**src/rtl/muldiv_if.sv**
```systemverilog
// Request/response bundle between a pipeline issue stage and the
// iterative multiply/divide unit. The issuer is the master; the unit is the slave.
interface muldiv_if;
  logic        start;
  logic [2:0]  funct3;
  logic [31:0] rs1;
  logic [31:0] rs2;
  logic [4:0]  rd_addr;
  logic        busy;
  logic        done;
  logic [31:0] result;
  logic        write_ctrl;
  logic [4:0]  write_addr;

  modport master (
    output start, funct3, rs1, rs2, rd_addr,
    input  busy, done, result, write_ctrl, write_addr
  );

  modport slave (
    input  start, funct3, rs1, rs2, rd_addr,
    output busy, done, result, write_ctrl, write_addr
  );
endinterface

```
**src/rtl/muldiv_unit.sv**
```systemverilog
// Iterative RV32M multiply/divide unit.
// One radix-2 step per cycle: shift-add multiply or restoring divide on
// operand magnitudes, 32 steps for every op, then a sign fix-up when the
// result is registered. Latency is fixed regardless of op or operands.
module muldiv_unit (
  input  logic      clk,
  input  logic      rst,
  muldiv_if.slave   bus
);

  typedef enum logic [1:0] {
    IDLE = 2'd0,
    CALC = 2'd1,
    DONE = 2'd2
  } state_t;

  state_t      state_reg, state_next;
  logic [4:0]  count_reg;

  // Operation context captured on the accept edge.
  logic [2:0]  op_reg;
  logic [4:0]  rd_reg;
  logic [31:0] a_raw_reg;     // original rs1, needed for REM/REMU by zero
  logic        div_zero_reg;
  logic        q_neg_reg;     // negate product / quotient
  logic        r_neg_reg;     // negate remainder (follows dividend)

  // Iteration registers, shared by multiply and divide:
  //   multiply: acc_hi = running high half, acc_lo = multiplier shifting out
  //             / product low bits shifting in, opb = multiplicand magnitude
  //   divide:   acc_hi = partial remainder, acc_lo = dividend shifting out
  //             / quotient bits shifting in, opb = divisor magnitude
  logic [31:0] acc_hi_reg;
  logic [31:0] acc_lo_reg;
  logic [31:0] opb_reg;

  logic [31:0] result_reg;
  logic [4:0]  write_addr_reg;

  logic        accept;
  logic        last_step;

  // Operand decode for the accept edge.
  logic        in_is_div;
  logic        in_a_signed;
  logic        in_b_signed;
  logic        in_sa;
  logic        in_sb;
  logic [31:0] in_a_mag;
  logic [31:0] in_b_mag;

  // Single iteration step.
  logic        is_div;
  logic [32:0] mul_sum;
  logic [31:0] mul_hi_next;
  logic [31:0] mul_lo_next;
  logic [32:0] div_shift;
  logic        div_ge;
  logic [31:0] div_hi_next;
  logic [31:0] div_lo_next;
  logic [31:0] acc_hi_next;
  logic [31:0] acc_lo_next;

  // Final result formation.
  logic [63:0] product;
  logic [63:0] product_fixed;
  logic [31:0] mul_res;
  logic [31:0] quo_fixed;
  logic [31:0] rem_fixed;
  logic [31:0] div_res;
  logic [31:0] final_res;

  // Output drivers.
  logic        busy_out;
  logic        done_out;
  logic        write_ctrl_out;

  assign accept    = (state_reg == IDLE) && bus.start;
  assign last_step = (state_reg == CALC) && (count_reg == 5'd31);

  // Decode signedness and take operand magnitudes for the incoming request.
  always_comb begin
    in_is_div   = bus.funct3[2];
    in_a_signed = 1'b0;
    in_b_signed = 1'b0;
    if (in_is_div) begin
      // DIV and REM are signed; DIVU and REMU are not.
      in_a_signed = ~bus.funct3[0];
      in_b_signed = ~bus.funct3[0];
    end else begin
      // MUL keeps both unsigned: its low word is sign-agnostic.
      in_a_signed = (bus.funct3[1:0] == 2'b01) || (bus.funct3[1:0] == 2'b10);
      in_b_signed = (bus.funct3[1:0] == 2'b01);
    end
    in_sa    = in_a_signed & bus.rs1[31];
    in_sb    = in_b_signed & bus.rs2[31];
    in_a_mag = in_sa ? (32'd0 - bus.rs1) : bus.rs1;
    in_b_mag = in_sb ? (32'd0 - bus.rs2) : bus.rs2;
  end

  // One radix-2 step of either algorithm from the current iteration state.
  always_comb begin
    is_div = op_reg[2];

    // Shift-add: conditionally add the multiplicand, then shift {hi,lo} right.
    mul_sum     = {1'b0, acc_hi_reg} + (acc_lo_reg[0] ? {1'b0, opb_reg} : 33'd0);
    mul_hi_next = mul_sum[32:1];
    mul_lo_next = {mul_sum[0], acc_lo_reg[31:1]};

    // Restoring: shift in the next dividend bit and subtract if it fits.
    // The true difference is below the divisor, so 32-bit wraparound is exact.
    div_shift   = {acc_hi_reg, acc_lo_reg[31]};
    div_ge      = (div_shift >= {1'b0, opb_reg});
    div_hi_next = div_ge ? (div_shift[31:0] - opb_reg) : div_shift[31:0];
    div_lo_next = {acc_lo_reg[30:0], div_ge};

    acc_hi_next = is_div ? div_hi_next : mul_hi_next;
    acc_lo_next = is_div ? div_lo_next : mul_lo_next;
  end

  // Apply sign rules and special cases to the post-final-step values.
  always_comb begin
    product       = {acc_hi_next, acc_lo_next};
    product_fixed = q_neg_reg ? (64'd0 - product) : product;
    mul_res       = (op_reg[1:0] == 2'b00) ? product_fixed[31:0] : product_fixed[63:32];

    // Signed overflow (0x80000000 / -1) falls out naturally: magnitude
    // quotient 0x80000000 negates to itself and the remainder is 0.
    quo_fixed = q_neg_reg ? (32'd0 - acc_lo_next) : acc_lo_next;
    rem_fixed = r_neg_reg ? (32'd0 - acc_hi_next) : acc_hi_next;

    if (div_zero_reg) begin
      div_res = op_reg[1] ? a_raw_reg : 32'hFFFF_FFFF;
    end else begin
      div_res = op_reg[1] ? rem_fixed : quo_fixed;
    end

    final_res = is_div ? div_res : mul_res;
  end

  // FSM state register.
  always_ff @(posedge clk or posedge rst) begin
    if (rst) begin
      state_reg <= IDLE;
    end else begin
      state_reg <= state_next;
    end
  end

  // FSM next-state and status outputs.
  always_comb begin
    state_next     = state_reg;
    busy_out       = 1'b0;
    done_out       = 1'b0;
    write_ctrl_out = 1'b0;
    case (state_reg)
      IDLE: begin
        if (bus.start) begin
          state_next = CALC;
        end
      end
      CALC: begin
        busy_out = 1'b1;
        if (count_reg == 5'd31) begin
          state_next = DONE;
        end
      end
      DONE: begin
        busy_out       = 1'b1;
        done_out       = 1'b1;
        write_ctrl_out = (write_addr_reg != 5'd0);
        state_next     = IDLE;
      end
      default: begin
        state_next = IDLE;
      end
    endcase
  end

  // Datapath: capture on accept, iterate in CALC, register result on the last step.
  always_ff @(posedge clk or posedge rst) begin
    if (rst) begin
      count_reg      <= 5'd0;
      op_reg         <= 3'd0;
      rd_reg         <= 5'd0;
      a_raw_reg      <= 32'd0;
      div_zero_reg   <= 1'b0;
      q_neg_reg      <= 1'b0;
      r_neg_reg      <= 1'b0;
      acc_hi_reg     <= 32'd0;
      acc_lo_reg     <= 32'd0;
      opb_reg        <= 32'd0;
      result_reg     <= 32'd0;
      write_addr_reg <= 5'd0;
    end else if (accept) begin
      count_reg    <= 5'd0;
      op_reg       <= bus.funct3;
      rd_reg       <= bus.rd_addr;
      a_raw_reg    <= bus.rs1;
      div_zero_reg <= (bus.rs2 == 32'd0);
      q_neg_reg    <= in_sa ^ in_sb;
      r_neg_reg    <= in_sa;
      acc_hi_reg   <= 32'd0;
      acc_lo_reg   <= in_is_div ? in_a_mag : in_b_mag;
      opb_reg      <= in_is_div ? in_b_mag : in_a_mag;
    end else if (state_reg == CALC) begin
      count_reg  <= count_reg + 5'd1;
      acc_hi_reg <= acc_hi_next;
      acc_lo_reg <= acc_lo_next;
      if (last_step) begin
        result_reg     <= final_res;
        write_addr_reg <= rd_reg;
      end
    end
  end

  assign bus.busy       = busy_out;
  assign bus.done       = done_out;
  assign bus.write_ctrl = write_ctrl_out;
  assign bus.result     = result_reg;
  assign bus.write_addr = write_addr_reg;

endmodule
```
**src/flat_wrapper.sv**
```systemverilog
// flat-port wrapper written by rule: the top's interface ports become plain ports
module muldiv_unit_flat 
  (clk, rst, bus_start, bus_funct3, bus_rs1, bus_rs2, bus_rd_addr, bus_busy, bus_done, bus_result, bus_write_ctrl, bus_write_addr);
  muldiv_if bus_i ();
  input  logic clk;
  input  logic rst;
  input wire logic [$bits(bus_i.start)-1:0] bus_start;
  input wire logic [$bits(bus_i.funct3)-1:0] bus_funct3;
  input wire logic [$bits(bus_i.rs1)-1:0] bus_rs1;
  input wire logic [$bits(bus_i.rs2)-1:0] bus_rs2;
  input wire logic [$bits(bus_i.rd_addr)-1:0] bus_rd_addr;
  output wire logic [$bits(bus_i.busy)-1:0] bus_busy;
  output wire logic [$bits(bus_i.done)-1:0] bus_done;
  output wire logic [$bits(bus_i.result)-1:0] bus_result;
  output wire logic [$bits(bus_i.write_ctrl)-1:0] bus_write_ctrl;
  output wire logic [$bits(bus_i.write_addr)-1:0] bus_write_addr;
  assign bus_i.start = bus_start;
  assign bus_i.funct3 = bus_funct3;
  assign bus_i.rs1 = bus_rs1;
  assign bus_i.rs2 = bus_rs2;
  assign bus_i.rd_addr = bus_rd_addr;
  assign bus_busy = bus_i.busy;
  assign bus_done = bus_i.done;
  assign bus_result = bus_i.result;
  assign bus_write_ctrl = bus_i.write_ctrl;
  assign bus_write_addr = bus_i.write_addr;
  muldiv_unit u_core (.clk(clk), .rst(rst), .bus(bus_i));
endmodule
```
**config.mk**
```make
export PLATFORM = sky130hd
export DESIGN_NAME = muldiv_unit_flat
export DESIGN_NICKNAME = d
export VERILOG_FILES = /design/src/rtl/muldiv_if.sv /design/src/rtl/muldiv_unit.sv /design/src/flat_wrapper.sv
export SDC_FILE = /design/constraint.sdc
export NUM_CORES = 1
export LEC_CHECK = 0
export ABC_AREA = 1
export BUFFER_PORTS_ARGS = -buffer_cell sky130_fd_sc_hd__buf_2
export CAP_MARGIN = 20
export CORE_UTILIZATION = 50
export CTS_CLUSTER_DIAMETER = 150
export CTS_CLUSTER_SIZE = 20
export DETAILED_ROUTE_END_ITERATION = 12
export PLACE_DENSITY = 0.82
export SKIP_CTS_REPAIR_TIMING = 1
export SYNTH_ARGS = -nofsm -noshare
export SYNTH_HDL_FRONTEND = slang
export SYNTH_SLANG_ARGS = --single-unit
```
**constraint.sdc**
```tcl
create_clock -name clk -period 5.75 [get_ports clk]
set_input_delay 0.575 -clock clk [delete_from_list [all_inputs] [get_ports clk]]
set_output_delay 0.575 -clock clk [all_outputs]
set_load 0.01 [all_outputs]
```
**Word-level counts from Yosys, hierarchy flattened**

Index checks and enable logic that the tools add are counted.

- Add/subtract/negate cells: 8
- Order comparisons: 1
- Equal/unequal tests: 7
- Multiplexer cells: 30
- Bitwise operators: 5
- Reduce and logical (&&, ||, !) cells: 11

Operators by type and width:

| kind | number |
|---|---|
| 2-to-1 mux 32 bit | 19 |
| subtractor 1 x 32 -> 32 bit (first input constant) | 4 |
| 2-to-1 mux 64 bit | 1 |
| subtractor 1 x 64 -> 64 bit (first input constant) | 1 |
| adder 32 x 33 -> 33 bit | 1 |
| >= comparator 33 x 32 -> 1 bit | 1 |
| zero test 32 bit | 1 |
| subtractor 32 bit | 1 |
| 2-to-1 mux 5 bit | 2 |
| adder 5 x 1 -> 5 bit (second input constant) | 1 |
| equality test 5 bit (second input constant) | 1 |
| 2-to-1 mux 1 bit | 5 |
| nonzero test 5 bit | 1 |
| equality test 2 x 1 -> 1 bit (second input constant) | 2 |
| equality test 2 bit (second input constant) | 2 |
| zero test 2 bit | 2 |
| 2-to-1 mux 2 bit | 2 |
| != test 2 bit (second input constant) | 2 |
| case mux 2 bit (2 select lines) | 1 |
| AND reduction 3 bit | 1 |
| bitwise AND 1 bit | 2 |
| logical AND 1 bit | 2 |
| inverter 1 bit | 2 |
| AND reduction 2 bit | 1 |
| other kinds (4) | 4 |

- Register bits after elaboration: 183
- Output and inout port bits: 40

**Logic depth before layout (Yosys ltp)**

- Depth after elaboration: 8
- Gate-level depth with buffers: 38
- Gate-level depth less buffers: 37

**Worst setup path after synthesis**

No wires, ideal clock.

- Path kind: register to register
- From: register u_core.opb_reg[20]
- To: register u_core.result_reg[18], in the netlist u_core.bus.result[18]
- Setup time: 0.117 ns
- Arrival time: 3.645 ns
- Data required time: 5.633 ns
- Path slack: 1.989 ns
- Stages on the path, launching flop included: 36
- Period minus slack after synthesis: 3.761 ns
- Path through: dfrtp_1 inv_1 ha_1 nand2_1 inv_1 nand2_1 nand2_1 nand2_1 nand2_1 nand2_1 nand3_2 nor2_4 buf_6 nand3_2 o21ai_2 ha_1 nand3_1 nor2_2 nand3_2 nor2_2 nand2_2 nor2_2 nand2_2 nor2_4 nand3_2 nor2_2 nand3_2 nor2_4 nand2_1 nand2_1 nand2_1 xor2_1 nand2_1 a21oi_1 nand2_1 nand2_1

- Longest elaborated chain between the ends: 8

RTL lines:

| what | line | source |
|---|---|---|
| start, declared | muldiv_unit.sv:35 | `logic [31:0] opb_reg;` |
| start signal, assigned | muldiv_unit.sv:205 | `opb_reg <= in_is_div ? in_b_mag : in_a_mag;` |
| >= comparator 33 x 32 -> 1 bit (*) | muldiv_unit.sv:113 | `div_ge = (div_shift >= {1'b0, opb_reg});` |
| 2-to-1 mux 32 bit | muldiv_unit.sv:114 | `div_hi_next = div_ge ? (div_shift[31:0] - opb_reg) : div_shift[31:0];` |
| 2-to-1 mux 32 bit | muldiv_unit.sv:117 | `acc_hi_next = is_div ? div_hi_next : mul_hi_next;` |
| subtractor 1 x 32 -> 32 bit | muldiv_unit.sv:130 | `rem_fixed = r_neg_reg ? (32'd0 - acc_hi_next) : acc_hi_next;` |
| 2-to-1 mux 32 bit | muldiv_unit.sv:130 |  |
| 2-to-1 mux 32 bit | muldiv_unit.sv:135 | `div_res = op_reg[1] ? rem_fixed : quo_fixed;` |
| 2-to-1 mux 32 bit | muldiv_unit.sv:132 | `if (div_zero_reg) begin` |
| 2-to-1 mux 32 bit (*) | muldiv_unit.sv:138 | `final_res = is_div ? div_res : mul_res;` |
| end signal, assigned | muldiv_unit.sv:211 | `result_reg <= final_res;` |
| end, declared | muldiv_unit.sv:37 | `logic [31:0] result_reg;` |

Every way passes the cells marked *; elsewhere a longest branch is shown, timed or not.
A chain may end at the register's enable or synchronous reset.

**Final worst setup path**

- From: register u_core.opb_reg[7]
- To: register u_core.result_reg[0], in the netlist u_core.bus.result[0]

Same word-level chain as after synthesis.

==> results.json <==
{
  "die_h_um": 197,
  "gp_congestion": 1.15,
  "antenna_found_initial": 1,
  "rsz0062_at_grt": "no",
  "cts_root_buf": "clkbuf_16",
  "dieWidth_um": 197,
  "worstMarginPinSlew_ps": 1060,
  "synth_cell_types": 55,
  "worst_path_largest_cell_delay_ps": 450,
  "seq_area_frac_synth": 0.241,
  "worst_setup_path_start_kind": "flop",
  "port_buffers": 114,
  "timing_hold_violations_final": 0,
  "start_util": 0.507,
  "clock_latency_ps": 470,
  "vias": 21986,
  "numCtsBuffers": 17,
  "crit_fanout": 30,
  "tns_ps": 0,
  "grt_max_degree": 128,
  "layout_common_cells": "932 x nand2_1, 441 x inv_1, 292 x nor2_1, 229 x nand3_1, 213 x o21ai_0",
  "drt-met1-wl_um": 31000,
  "synth_simple_gate_area_share": 0.377,
  "highest_layer": "met4",
  "track_usage": 0.418,
  "slew_headroom": 0.289,
  "required_ps": 6070,
  "drtPass1Iterations": 6,
  "synth_top_area_cell": "dfrtp_1",
  "slowest_stage": "nor4_1",
  "timing.fmax_mhz": 208,
  "n_antenna_cell": 0,
  "synth_compound_area_frac": 0.153,
  "viasPerCell": 5.96,
  "crit_type": "reg -> reg",
  "wl_met2_um": 32800,
  "clock_skew_ps": 15.3,
  "synthAdderAreaFrac": 0.0515,
  "dp_cells": 3657,
  "arrival_ps": 5140,
  "cts_tree": "done",
  "synth_top_family_by_area": "simple AND/OR/NAND/NOR gates",
  "final.min_clock_period_ps": 4820,
  "dp_hpwl_um": 62700,
  "path_clk_slew_ps": 70,
  "final_nets": 3317,
  "synth_mux_area_frac": 0,
  "cpMostUsedCell": "inv_1",
  "syn_avg_cell_area_um2": 6.08,
  "drv_cap": 0,
  "clockBufferDepth": 2,
  "fin_cells": 3687,
  "maxSlewViolCount": 0,
  "yosys.area.top_type_share": 0.241,
  "synth.net_count": 3275,
  "drive_above_1_share": 0.0945,
  "ys_top_cells_by_area": "dfrtp_1 24%, nand2_1 18%, inv_1 8.7%",
  "setup_violations": 0,
  "status": "complete, no violations",
  "gr-total-overflow": 0,
  "drc": 0,
  "core_um2": 37500,
  "r2r_setup_slack_ps": 930,
  "dieArea_um2": 38800,
  "postRouteAntennaNets": 0,
  "wl_um": 80400,
  "synth-warning-count": 0,
  "hold_class": "in -> async",
  "ys_ff_latch": 183,
  "synth_xor_area_frac": 0.0572,
  "post-route-util": 0.546,
  "area_growth_pct": 7.65,
  "grt_pass1_wl_um": 122000,
  "syn_inst": 3123,
  "ioPinCount": 115,
  "final_common_cell": "nand2_1",
  "cp-end-kind": "flop",
  "netlist_area_um2": 19000,
  "met3_length_um": 10500,
  "rows": 71,
  "grt_pass1_vias": 20034,
  "cts.sinks": 183,
  "wl_per_cell_um": 21.8,
  "first_iter_violations": 3476,
  "htreeDepth": 4,
  "fin_crit_sh": 0.838
}
Yosys cell counts (all sizes together):
master	n
nand2	962
inv	454
nor2	328
nand3	262
o21ai	243
dfrtp	183
a21oi	133
xor2	92
ha	75
clkbuf	71
buf	46
nand4	38
nor3	36
o22ai	34
xnor2	32
a22oi	25
o221ai	21
o211ai	19
o21bai	10
a31oi	8
or2	8
nor4	7
a21o	4
nand3b	4
a21boi	3
and2	3
clkinv	3
o32ai	3
a221oi	2
a22o	2
fa	2
nor3b	2
o21a	2
a32oi	1
and3	1
nand2b	1
o22a	1
o31ai	1
o41ai	1
worst paths after layout:
check                                         to                start  cells past startpoint
min in group clk                u_core.rd_reg[3]       bus_rd_addr[3]                      3
hold / removal               u_core.a_raw_reg[8]                  rst                      2
max in group asynchronous  u_core.bus.result[15]                  rst                      3
setup / recovery            u_core.bus.result[0]    u_core.opb_reg[7]                     29
setup reg to reg            u_core.bus.result[0]    u_core.opb_reg[7]                     29
hold reg to reg              u_core.count_reg[3]  u_core.count_reg[3]                      1
logic make-up after synthesis:
group,after synthesis
and+or+nand+nor,1652
buffers and inverters,574
AOI/OAI and AO/OA,513
DFF,183
xor gates and xnor gates,124
adders and majority gates,77
per-stage QoR:
step	worst slack (ps)	hold slack, ps	instance area [um^2]
2_1_floorplan	203	434	19000
3_3_place_gp	1150	457	19900
3_5_place_dp	1130	457	19900
4_1_cts	1120	304	20500
5_1_grt	516	321	20500
6_report	934	243	20500
cell type report:
class	instances	area [um^2]
fill	3934	17000
multi-input combinational	2366	12200
sequential	183	4580
inverter	457	1720
timing repair buffer	140	766
tap	511	639
clock buffer	17	425
clock inverter	13	161
metal layers:
| layer | track usage | vias up |
|---|---|---|
| li1 | - | 10108 |
| met1 | 0.551 | 9940 |
| met2 | 0.601 | 1614 |
| met3 | 0.108 | 324 |
| met4 | 0.276 | 0 |
| met5 | 0 | - |
critical path: cells and delay by family, from the launching register on:
kind,cells,cell delay (ps)
fa+ha+maj,2,600
simple gates,18,2560
compound gates,4,520
flops,1,440
buf+inv,5,530
Power is not shown: default switching activity piles up to over one toggle a cycle in this logic, so the estimate is an artifact.
